$ cat config.mk
export PLATFORM = sky130hd
export DESIGN_NAME = reliable_frame_receiver
export DESIGN_NICKNAME = d
export VERILOG_FILES = /design/src/rtl/reliable_frame_receiver.sv
export SDC_FILE = /design/constraint.sdc
export NUM_CORES = 1
export LEC_CHECK = 0
export ABC_CLOCK_PERIOD_IN_PS = 2500
export BUFFER_PORTS_ARGS = -buffer_cell sky130_fd_sc_hd__buf_2
export CELL_PAD_IN_SITES_DETAIL_PLACEMENT = 0
export CELL_PAD_IN_SITES_GLOBAL_PLACEMENT = 1
export CORE_ASPECT_RATIO = 0.75
export CORE_MARGIN = 5
export CORE_UTILIZATION = 40
export DETAILED_ROUTE_END_ITERATION = 16
export PLACE_DENSITY = 0.8
export SETUP_SLACK_MARGIN = 0.05
export SLEW_MARGIN = 20
export SYNTH_ARGS = -nofsm -noshare
export SYNTH_HDL_FRONTEND = slang
export SYNTH_SLANG_ARGS = --single-unit
export TNS_END_PERCENT = 100
$ cat constraint.sdc
create_clock -name clk -period 2.5 [get_ports clk]
set_input_delay 0.25 -clock clk [delete_from_list [all_inputs] [get_ports clk]]
set_output_delay 0.25 -clock clk [all_outputs]
set_load 0.005 [all_outputs]
$ cat src/rtl/reliable_frame_receiver.sv
// ==== reliable_frame_receiver: bit-serial CRC check, duplicate filter, ACK/NAK return ====
// Revision: 1.0
`default_nettype none

module reliable_frame_receiver #(
  parameter int          DATA_W   = 32,
  parameter logic [15:0] CRC_INIT = 16'hFFFF,
  parameter int          CNT_W    = 8
) (
  input  logic              clk,
  input  logic              rst_n,
  input  logic [1:50]       frame_in,
  input  logic              frame_valid,
  output logic              frame_ready,
  output logic [DATA_W-1:0] data_out,
  output logic              data_valid,
  input  logic              data_ready,
  output logic              ack_valid,
  output logic              ack_ok,
  output logic              ack_seq,
  output logic [CNT_W-1:0]  err_cnt,
  output logic [CNT_W-1:0]  dup_cnt
);

  localparam logic [15:0]      CRC_POLY = 16'h1021;
  localparam logic [CNT_W-1:0] CNT_MAX  = {CNT_W{1'b1}};
  localparam logic [CNT_W-1:0] CNT_ONE  = {{(CNT_W-1){1'b0}}, 1'b1};
  localparam logic [5:0]       LAST_BIT = 6'd32;

  typedef enum logic [2:0] {
    S_IDLE    = 3'd0,
    S_CHECK   = 3'd1,
    S_DECIDE  = 3'd2,
    S_DELIVER = 3'd3,
    S_ACK     = 3'd4
  } state_t;

  state_t      state;
  logic [1:50] frame_q;
  logic [15:0] crc_q;
  logic [5:0]  bit_cnt;
  logic        expected_seq;

  logic        cur_bit;
  logic        fb;
  logic [15:0] crc_next;
  logic        frame_good;

  // Bits 1..33 (seq then payload) are fed MSB-first into the CRC.
  assign cur_bit    = frame_q[bit_cnt + 6'd1];
  assign fb         = crc_q[15] ^ cur_bit;
  assign crc_next   = {crc_q[14:0], 1'b0} ^ (fb ? CRC_POLY : 16'h0000);
  assign frame_good = (crc_q == frame_q[34:49]) && frame_q[50];

  always_ff @(posedge clk or negedge rst_n) begin
    if (!rst_n) begin
      state        <= S_IDLE;
      frame_q      <= '0;
      crc_q        <= '0;
      bit_cnt      <= '0;
      expected_seq <= 1'b0;
      frame_ready  <= 1'b1;
      data_out     <= '0;
      data_valid   <= 1'b0;
      ack_valid    <= 1'b0;
      ack_ok       <= 1'b0;
      ack_seq      <= 1'b0;
      err_cnt      <= '0;
      dup_cnt      <= '0;
    end else begin
      case (state)
        S_IDLE: begin
          if (frame_valid) begin
            frame_q     <= frame_in;
            crc_q       <= CRC_INIT;
            bit_cnt     <= '0;
            frame_ready <= 1'b0;
            state       <= S_CHECK;
          end
        end
        S_CHECK: begin
          crc_q   <= crc_next;
          bit_cnt <= bit_cnt + 6'd1;
          if (bit_cnt == LAST_BIT) begin
            state <= S_DECIDE;
          end
        end
        S_DECIDE: begin
          if (!frame_good) begin
            ack_ok    <= 1'b0;
            ack_seq   <= expected_seq;
            ack_valid <= 1'b1;
            if (err_cnt != CNT_MAX) err_cnt <= err_cnt + CNT_ONE;
            state     <= S_ACK;
          end else if (frame_q[1] == expected_seq) begin
            data_out   <= frame_q[2:33];
            data_valid <= 1'b1;
            state      <= S_DELIVER;
          end else begin
            // Retransmission after a lost ACK: re-acknowledge, do not redeliver.
            ack_ok    <= 1'b1;
            ack_seq   <= frame_q[1];
            ack_valid <= 1'b1;
            if (dup_cnt != CNT_MAX) dup_cnt <= dup_cnt + CNT_ONE;
            state     <= S_ACK;
          end
        end
        S_DELIVER: begin
          if (data_ready) begin
            data_valid   <= 1'b0;
            ack_ok       <= 1'b1;
            ack_seq      <= frame_q[1];
            ack_valid    <= 1'b1;
            expected_seq <= ~expected_seq;
            state        <= S_ACK;
          end
        end
        S_ACK: begin
          ack_valid   <= 1'b0;
          frame_ready <= 1'b1;
          state       <= S_IDLE;
        end
        default: begin
          state <= S_IDLE;
        end
      endcase
    end
  end

endmodule

`default_nettype wire

==> results.md <==
* Gr ovfl total at 0
* Synthesized net count at 506
* Top FF cell, synth: dfrtp_1
* Most common cell in the synthesized netlist: dfrtp_1
* Maximum VDD drop at 0.625 mV
* Worst setup path start: bit_cnt[0]
* Critical-path cell list: inv_2 -> ha_4 -> buf_12 -> mux4_2 -> mux2i_1 -> mux2_4 -> o221a_4 -> or3_1 -> a31oi_1
* Clk slew on worst S/H paths at 0.06 ns
* Total Routing Usage GR at 17.0%
* Bufs and invs on worst path at 2
* YS warnings at 0
* Max-cap violations at 0
* Leak at 3.55 nW
* Clk_skew at 0.0137 ns
* Wirelength per Cell at 17.5 µm
* Iter 0 DRT Violations at 188
* Die height at 115 µm
* Distinct cells, synth at 47
* Setup violators final at 0
* Via Count at 3951
* Mapped Avg Cell Area at 13.1 µm²
* Vias per cell at 5.05
* WHS at 0.0594 ns
* Total die area at 0.0172 mm²
* Layout cells sized above 1 at 44.8%
* Gpl congestion at 0.820
* Worst Path Class, Setup: reg -> reg
* Largest net degree at the start of global routing at 73
* Arrival @ worst endpoint at 2.69 ns
* Drt drc at 0
* Placed insts at 746
* Startpoint Class: flip-flop
* DP HPWL at 9770 µm
* First-pass DRT Iterations at 4
* Fin crit period at 2.35 ns
* First-pass GRT wire length at 22500 µm
* Top post-synthesis cells by area: dfrtp_1 55%, mux2_2 16%, mux4_2 4.2%
* Critical Path RT at 2.84 ns
* Net count reported at finish at 627
* Worst slew pin tran at 0.777 ns
* CORE AREA at 0.0144 mm²
* Initial antenna violation count at 0
* Worst relative slew slack at 48.1%
* Layout overhead on the synthesized area at 25.6%
* Fin crit share at 94.1%
* Max incr delay on CP at 0.44 ns
* Crit Path Max Fanout at 6
* Clk Latency, worst-skew pair at 0.42 ns
* Clock root buffer: clkbuf_16
* Synth Register Bits at 129
* Maximum clock rate at 425 MHz
* CP Capture Type: flip-flop
* Max Buffers Root-to-Sink at 2
* Synth top area share at 54.7%
* Fin. Hold Viols at 0
* EDFF count, synth at 0
* Crit Reg-Reg Startpoint: bit_cnt[0]
* CP top delay family: multiplexers
* Slowest CP cell: dfrtp_2
* Post-synth ARST share at 100%
* Dominant cell type by area after synthesis: dfrtp_1
* Status: complete, no violations
* Port Buffers at 106
* Detailed-route wire length at 13700 µm
* PwrDens at 1240 mW/mm²
* Vias in the first global route at 4159
* CTS tree: done
* Register area at 0.00323 mm²
* Fin cells at 782
* RSZ-0062 raised after global routing: true
* Slew Viols, Final at 0
* Post-synthesis sequential area ratio at 55.2%
* Die width at 150 µm
* IO Pins at 107
* Hold Path Origin: frame_in[16]
* Ant diodes at 0
* Commonest cells post-synth: 128 x dfrtp_1, 82 x mux2_2, 44 x nand2_1, 25 x xor2_1, 20 x o21ai_0
* Starting Density at 40.6%
* Clock Sink Count at 129
* CTS buffer count at 17
* Design Power at 9.11 mW
* Area occupied by multi-input gates at 0.00253 mm²
* Fill cells at 1261
* Post-Synthesis Cell Area at 0.00585 mm²
* Post-route ant nets at 0
* Cells after synthesis at 448
* HP Class: in -> reg
* Row count at 38
* H-tree depth at 4
[sequential cells by signal, indices dropped and copies added (netlist names)]
signal	flops
crc_q	16
dup_cnt	8
ack_ok	1
frame_ready	1
data_valid	1
err_cnt	8
ack_valid	1
state	3
ack_seq	1
bit_cnt	6
frame_q	50
data_out	32
expected_seq	1
[what timing repair did]
action / CTS / global route
hold buffers: 1 / 0
cloned: 0 / 0
pin swaps: 0 / 4
resized for setup: 2 / 3
setup buffers: 0 / 3
hold endpoints to repair: 35 / 0
setup endpoints to repair: 3 / 5
[metrics by stage]
stage	utilization, %	setup slack (ns)	instance area, µm²	TNS (ns)
floorplan	-	0.0946	5890	0
global placement	46.6	0.0943	6720	0
detailed placement	46.6	-0.0151	6720	-0.0151
CTS	50.7	0.0683	7310	0
global route	51.0	0.0374	7350	0
finish	51.0	0.148	7350	0
[logic make-up (layout without fill, tap and decap cells)]
| kind of cell | after synthesis | count (layout) | share of synthesized area, % |
|---|---|---|---|
| xor gates and xnor gates | 39 | 39 | 6.48 |
| adders and majority gates | 4 | 4 | 0.855 |
| DFF | 129 | 129 | 55.2 |
| AOI/OAI and AO/OA | 47 | 47 | 5.41 |
| buffers and inverters | 31 | 165 | 2.31 |
| and+or+nand+nor | 92 | 92 | 7.40 |
| muxes | 106 | 106 | 22.4 |
[path summary, 6_finish.rpt]
check | cells after the start | to | slack [ns]
hold reg to reg | 1 | err_cnt[4] | 0.49
min in group asynchronous | 2 | frame_q[25] | 0.34
setup / recovery | 9 | crc_q[0] | 0.15
max in group asynchronous | 3 | data_out[27] | 1.43
setup reg to reg | 9 | crc_q[0] | 0.15
hold / removal | 2 | frame_q[16] | 0.06
[power by group]
part           internal, mW  switching [mW]  leakage [nW]
clock network          1.40           0.962         0.277
logic                  1.79            1.52          1.63
registers              2.75           0.675          1.64
[placed cells by master (no fill, tap or decap), types with 11 or more instances in the layout]
| cell type | n |
|---|---|
| dfrtp_1 | 127 |
| buf_2 | 105 |
| mux2_2 | 81 |
| nand2_1 | 44 |
| xor2_1 | 25 |
| o21ai_0 | 19 |
| clkbuf_16 | 17 |
| nor3_1 | 13 |
| xnor2_1 | 12 |
| buf_4 | 12 |
| mux4_2 | 11 |
[routing by layer]
| layer | global-route usage (%) | routed length, µm | vias to the layer above |
|---|---|---|---|
| li1 | - | - | 1854 |
| met3 | 4.53 | 640 | 12 |
| met1 | 23.6 | 6460 | 2000 |
| met2 | 26.1 | 6450 | 85 |
| met5 | 0 | 0 | - |
| met4 | 6.03 | 162 | 0 |
[final cells by class]
| cell class | count | area share (%) |
|---|---|---|
| Sequential cell | 129 | 43.9 |
| Clock inverter | 14 | 1.82 |
| Timing Repair Buffer | 123 | 9.87 |
| Multi-Input combinational cell | 288 | 34.5 |
| Inverter | 10 | 0.511 |
| Tap cell | 200 | 3.40 |
| Clock buffer | 18 | 5.97 |
(Power assumes the default switching activity.)
